`config.mk`:
```
export PLATFORM = sky130hd
export DESIGN_NAME = mptw_pte_fetch
export DESIGN_NICKNAME = d
export VERILOG_FILES = /design/src/rtl/mptw_pte_fetch.sv
export SDC_FILE = /design/constraint.sdc
export NUM_CORES = 1
export LEC_CHECK = 0
export ABC_AREA = 1
export BUFFER_PORTS_ARGS = -buffer_cell sky130_fd_sc_hd__buf_2
export CORE_ASPECT_RATIO = 0.75
export CORE_MARGIN = 3
export CORE_UTILIZATION = 45
export DETAILED_ROUTE_END_ITERATION = 10
export PLACE_DENSITY = 0.73
export SLEW_MARGIN = 20
export SYNTH_ARGS = -nofsm -noshare
export SYNTH_HDL_FRONTEND = slang
export SYNTH_SLANG_ARGS = --single-unit
```
`constraint.sdc`:
```
create_clock -name clk_i -period 4.45 [get_ports clk_i]
set_input_delay 1.1125 -clock clk_i [delete_from_list [all_inputs] [get_ports clk_i]]
set_output_delay 1.1125 -clock clk_i [all_outputs]
set_load 0.02 [all_outputs]
```
`src/rtl/mptw_pte_fetch.sv`:
```
// Page-table-entry fetch engine: one table read in flight, with flush and drain handling.
// Optional macro MPTW_PTE_CHECK_EN enables the fetched-PTE validity fault check.
package mptw_pkg;
  typedef enum logic [0:0] {
    MPT_FLUSH_NONE = 1'b0,
    MPT_FLUSH_REQ  = 1'b1
  } mptw_flush_ctrl_e;

  typedef enum logic [0:0] {
    MPT_FLUSHED_NONE      = 1'b0,
    MPT_FLUSHED_COMPLETED = 1'b1
  } mptw_flush_status_e;
endpackage

module mptw_pte_fetch
  import mptw_pkg::*;
#(
  parameter int ADDR_WIDTH = 64,
  parameter int IDX_WIDTH  = 9,
  parameter int PTE_WIDTH  = 64
) (
  input  logic                            clk_i,
  input  logic                            rst_ni,
  input  logic                            s_data_valid,
  output logic                            s_data_ready,
  input  logic [ADDR_WIDTH+IDX_WIDTH-1:0] s_data_data,
  output logic                            m_data_valid,
  input  logic                            m_data_ready,
  output logic [PTE_WIDTH:0]              m_data_data,
  output logic                            mem_req_valid_o,
  input  logic                            mem_req_ready_i,
  output logic [ADDR_WIDTH-1:0]           mem_req_addr_o,
  input  logic                            mem_rsp_valid_i,
  input  logic [PTE_WIDTH-1:0]            mem_rsp_data_i,
  input  mptw_flush_ctrl_e                s_ctrl_flush,
  output mptw_flush_status_e              m_status_flushed,
  output logic                            m_status_busy,
  output logic                            m_status_stalled
);

  typedef enum logic [2:0] {
    S_IDLE  = 3'd0,
    S_REQ   = 3'd1,
    S_WAIT  = 3'd2,
    S_OUT   = 3'd3,
    S_DRAIN = 3'd4
  } state_e;

  state_e                  state_q, state_d;
  logic [ADDR_WIDTH-1:0]   base_q;
  logic [IDX_WIDTH-1:0]    idx_q;
  logic [PTE_WIDTH-1:0]    pte_q;
  logic [ADDR_WIDTH-1:0]   idx_ext;
  logic                    flush;
  logic                    flush_done;
  logic                    accept;
  logic                    rsp_cap;
  logic                    fault;

  assign flush = (s_ctrl_flush != MPT_FLUSH_NONE);

  always_ff @(posedge clk_i or negedge rst_ni) begin
    if (!rst_ni) state_q <= S_IDLE;
    else         state_q <= state_d;
  end

  // A flush either finishes now (nothing outstanding at memory) or parks in DRAIN
  // until the already-issued read returns and can be swallowed.
  always_comb begin
    state_d    = state_q;
    flush_done = 1'b0;
    accept     = 1'b0;
    rsp_cap    = 1'b0;
    unique case (state_q)
      S_IDLE: begin
        if (flush) begin
          flush_done = 1'b1;
        end else if (s_data_valid) begin
          accept  = 1'b1;
          state_d = S_REQ;
        end
      end
      S_REQ: begin
        if (flush) begin
          if (mem_req_ready_i) begin
            state_d = S_DRAIN;
          end else begin
            state_d    = S_IDLE;
            flush_done = 1'b1;
          end
        end else if (mem_req_ready_i) begin
          state_d = S_WAIT;
        end
      end
      S_WAIT: begin
        if (mem_rsp_valid_i) begin
          if (flush) begin
            state_d    = S_IDLE;
            flush_done = 1'b1;
          end else begin
            state_d = S_OUT;
            rsp_cap = 1'b1;
          end
        end else if (flush) begin
          state_d = S_DRAIN;
        end
      end
      S_OUT: begin
        if (flush) begin
          state_d    = S_IDLE;
          flush_done = 1'b1;
        end else if (m_data_ready) begin
          state_d = S_IDLE;
        end
      end
      S_DRAIN: begin
        if (mem_rsp_valid_i) begin
          state_d    = S_IDLE;
          flush_done = 1'b1;
        end
      end
      default: state_d = S_IDLE;
    endcase
  end

  // Handshake and status outputs are forced inactive while reset is held.
  always_comb begin
    s_data_ready     = 1'b0;
    m_data_valid     = 1'b0;
    mem_req_valid_o  = 1'b0;
    m_status_stalled = 1'b0;
    m_status_busy    = 1'b0;
    m_status_flushed = MPT_FLUSHED_NONE;
    if (rst_ni) begin
      m_status_busy = (state_q != S_IDLE);
      unique case (state_q)
        S_IDLE: s_data_ready = 1'b1;
        S_REQ: begin
          mem_req_valid_o  = 1'b1;
          m_status_stalled = !mem_req_ready_i;
        end
        S_OUT: begin
          m_data_valid     = 1'b1;
          m_status_stalled = !m_data_ready;
        end
        default: ;
      endcase
      if (flush_done) m_status_flushed = MPT_FLUSHED_COMPLETED;
    end
  end

  always_ff @(posedge clk_i or negedge rst_ni) begin
    if (!rst_ni) begin
      base_q <= '0;
      idx_q  <= '0;
      pte_q  <= '0;
    end else begin
      if (accept)  {base_q, idx_q} <= s_data_data;
      if (rsp_cap) pte_q <= mem_rsp_data_i;
    end
  end

  // Entries are 8 bytes; the sum wraps naturally at the address width.
  assign idx_ext        = ADDR_WIDTH'(idx_q);
  assign mem_req_addr_o = base_q + (idx_ext << 3);

`ifdef MPTW_PTE_CHECK_EN
  function automatic logic pte_fault(input logic [PTE_WIDTH-1:0] pte);
    return (pte[0] == 1'b0) || (pte[PTE_WIDTH-1 -: 8] != 8'd0);
  endfunction

  logic fault_q;

  always_ff @(posedge clk_i or negedge rst_ni) begin
    if (!rst_ni)      fault_q <= 1'b0;
    else if (rsp_cap) fault_q <= pte_fault(mem_rsp_data_i);
  end

  assign fault = fault_q;
`else
  assign fault = 1'b0;
`endif

  assign m_data_data = {fault, pte_q};

endmodule

```
==> results.sh <==
export IMPL_outcome="finished clean"
export IMPL_post_route_period_util_pct=88.7
export IMPL_portBuffers=277
export IMPL_postRouteAntennaNets=0
export IMPL_power_leakage_nw=5.94
export IMPL_min_path_type="flop to flop"
export IMPL_tns_ns=0
export IMPL_clkSlewWorstSetupHoldPaths_ns=0.06
export IMPL_nNetsFinal=1529
export IMPL_grt_max_degree=141
export IMPL_r2r_start="state_q[2]$_DFFE_PN0P_"
export IMPL_dieWidth_um=162
export IMPL_clock_sinks=140
export IMPL_core_um2=17800
export IMPL_rows=42
export IMPL_syn_to_final_growth_pct=26.3
export IMPL_die_h_um=123
export IMPL_syn_cell_area_um2=8180
export IMPL_setup_violations_final=0
export IMPL_cp_slowest_cell="fa_1"
export IMPL_hold_depth=2
export IMPL_crit_type="flop to primary output"
export IMPL_yosys_register_bits=140
export IMPL_worstPathMaxFanout=5
export IMPL_seq_area_frac_synth_pct=42.8
export IMPL_critPathMostFrequentCell="nand2_1"
export IMPL_grt_pass1_wl_mm=42.1
export IMPL_crit_family="simple AND/OR/NAND/NOR gates"
export IMPL_avgViaCountPerCell=4.97
export IMPL_r2r_setup_slack_ns=2.60
export IMPL_clock_path_buffers=2
export IMPL_yosysTopAreaCell="dfrtp_1"
export IMPL_ys_types=29
export IMPL_ioPinCount=279
export IMPL_totalWireLength_mm=26.8
export IMPL_p_per_area_nw_per_um2=773
export IMPL_synth_area_top_cells="dfrtp_1 (43%), nand2_1 (22%), mux2_4 (5.5%), inv_1 (5.3%), nor2_1 (5.3%)"
export IMPL_hold_end="pte_q[3]$_DFFE_PN0P_"
export IMPL_dieArea_um2=19900
export IMPL_cts_setup_buffers=0
export IMPL_synthCells=1102
export IMPL_antenna_found_initial=0
export IMPL_fill_cells=1717
export IMPL_gr_total_overflow=0
export IMPL_fin_skew_ns=0.0122
export IMPL_drt_pass1_iterations=5
export IMPL_ctsResizeCount=0
export IMPL_synthesis_area_per_instance_um2=7.43
export IMPL_yosysTopAreaCellShare_pct=42.8
export IMPL_synth_most_common_cell="nand2_1"
export IMPL_r2r_end="state_q[1]$_DFFE_PN0P_"
export IMPL_fmax_mhz=253
export IMPL_drv_slew=0
export IMPL_drv_cap=0
export IMPL_max_stage_delay_ns=0.47
export IMPL_async_reset_ff_share_pct=100
export IMPL_hold_path_startpoint="pte_q[3]$_DFFE_PN0P_"
export IMPL_drtIter0Drc=883
export IMPL_ys_flop_type="dfrtp_1"
export IMPL_route_detailed_drc=0
export IMPL_hold_viol=0
export IMPL_crit_required_ns=3.34
export IMPL_synthTopCellsByCount="nand2_1 (476), dfrtp_1 (140), inv_1 (115), nor2_1 (115), nand3_1 (54)"
export IMPL_grt_use_total_pct=27.6
export IMPL_start_util_pct=46.1
export IMPL_num_vias=8100
export IMPL_dpl_worst_slack_ns=1.01
export IMPL_gp_congestion=1.08
export IMPL_n_antenna_cell=0
export IMPL_htree_levels=4
export IMPL_layout_drive_gt1_share_pct=26.9
export IMPL_hpwlAfterDp_mm=21.1
export IMPL_syn_nets=1256
export IMPL_r2r_cells=6
export IMPL_synth_edf_count=0
export IMPL_final_min_clock_period_ns=3.95
export IMPL_clockRootBuffer="clkbuf_16"
export IMPL_worstSkewPairLatency_ns=0.43
export IMPL_worstPathArrival_ns=2.83
export IMPL_yosys_warnings=0
export IMPL_cts_hold_buf=0
export IMPL_slew_headroom_pct=31.6
export IMPL_final_setup_worst_slack_ns=0.504
export IMPL_tightest_slew_ns=1.03
export IMPL_rsz0062_at_grt="no"
export IMPL_grt_pass1_vias=7745
export IMPL_path_buf_inv=1
export IMPL_setup_worst_path_end_class="primary output"
export IMPL_cts_tree="done"
export IMPL_cts_buffers=17
export IMPL_worstSetupStartpointType="flop"
export IMPL_peakVddDrop_uv=674
export IMPL_wl_per_cell_um=16.5
export IMPL_path_cells="ha_1 -> fa_1 -> nand3_1 -> nand3_1 -> nand2_1 -> nand2_1 -> nand2_1 -> nand2_1 -> nand2_1 -> nand2_1 -> nand2_1 -> buf_2"
-- layout by cell type, fill, tap and decap left out, types with 9 or more instances in the layout --
cell | netlist | routed
xor2_1 | 22 | 22
buf_2 | 7 | 276
nand2_1 | 476 | 476
nand3_1 | 54 | 54
a21oi_1 | 25 | 25
clkbuf_16 | 0 | 17
ha_1 | 9 | 9
dfrtp_1 | 140 | 140
mux2_2 | 23 | 23
inv_1 | 115 | 115
mux2_4 | 30 | 30
nor2_1 | 115 | 115
nand3b_1 | 17 | 17
nand4_1 | 19 | 19
-- where the power goes --
group,switching (mW),internal [mW]
sequential,0.610,1.86
clock,0.622,0.748
combinational,2.70,1.45
-- worst max path at each step --
stage / startpoint / end / slack, ns / depth (start not counted)
floorplan: base_q[3]$_DFFE_PN0P_ / mem_req_addr_o[17] / 1.35 / 9
global placement: base_q[3]$_DFFE_PN0P_ / mem_req_addr_o[19] / 1.03 / 10
detailed placement: base_q[3]$_DFFE_PN0P_ / mem_req_addr_o[19] / 1.01 / 10
CTS: base_q[3]$_DFFE_PN0P_ / mem_req_addr_o[19] / 0.53 / 10
global route: base_q[3]$_DFFE_PN0P_ / mem_req_addr_o[19] / 0.28 / 10
finish: base_q[3]$_DFFE_PN0P_ / mem_req_addr_o[51] / 0.50 / 12
-- worst register-to-register path, delay by kind of cell, from the launching register on --
| family | cells | cell delay, ns |
|---|---|---|
| buffers and inverters | 2 | 0.70 |
| flip-flops | 1 | 0.43 |
| AND/OR/NAND/NOR | 2 | 0.38 |
| AO/OA/AOI/OAI | 2 | 0.26 |
-- cell families (layout without fill, tap and decap cells) --
group	Yosys count	in the layout	synth area share [%]
muxes	53	53	8.67
adders and majority gates	10	10	1.62
xor gates and xnor gates	26	26	2.78
and+or+nand+nor	695	695	34.6
DFF	140	140	42.8
other	1	1	0.0458
buffers and inverters	144	430	7.45
AOI/OAI and AO/OA	33	33	2.06
-- registers in the layout (all words and copies together), names as in the netlist --
register	count
idx_q	9
pte_q	64
base_q	64
state_q	3
-- area by class of cell --
| cell class | count | area [µm²] | area share [%] |
|---|---|---|---|
| Tap cell | 242 | 303 | 2.93 |
| Sequential cell | 140 | 3500 | 33.9 |
| Clock inverter | 14 | 120 | 1.16 |
| Inverter | 117 | 439 | 4.25 |
| Timing Repair Buffer | 281 | 1450 | 14.0 |
| Clock buffer | 18 | 439 | 4.25 |
| Multi-Input combinational cell | 818 | 4090 | 39.5 |
-- stage by stage --
| stage | hold slack, ns | cells | utilization, % | total power, mW | cell area, µm² |
|---|---|---|---|---|---|
| 3_5_place_dp | 0.453 | 1598 | 55.1 | 6.60 | 9780 |
| 2_1_floorplan | 0.483 | 1102 | - | 5.12 | 8180 |
| 3_3_place_gp | 0.449 | 1598 | 55.1 | 6.54 | 9780 |
| 5_1_grt | 0.484 | 1630 | 58.2 | 8.56 | 10300 |
| 6_report | 0.466 | 1630 | 58.2 | 7.99 | 10300 |
| 4_1_cts | 0.470 | 1630 | 58.2 | 8.00 | 10300 |
-- metal layers --
layer | up-vias | track usage, % | wire (µm)
li1 | 3972 | - | -
met1 | 3746 | 40.8 | 12400
met2 | 355 | 41.3 | 11400
met3 | 27 | 6.78 | 2660
met4 | 0 | 5.81 | 334
met5 | - | 0 | 0
No activity file was read; power rests on OpenSTA's default activity.
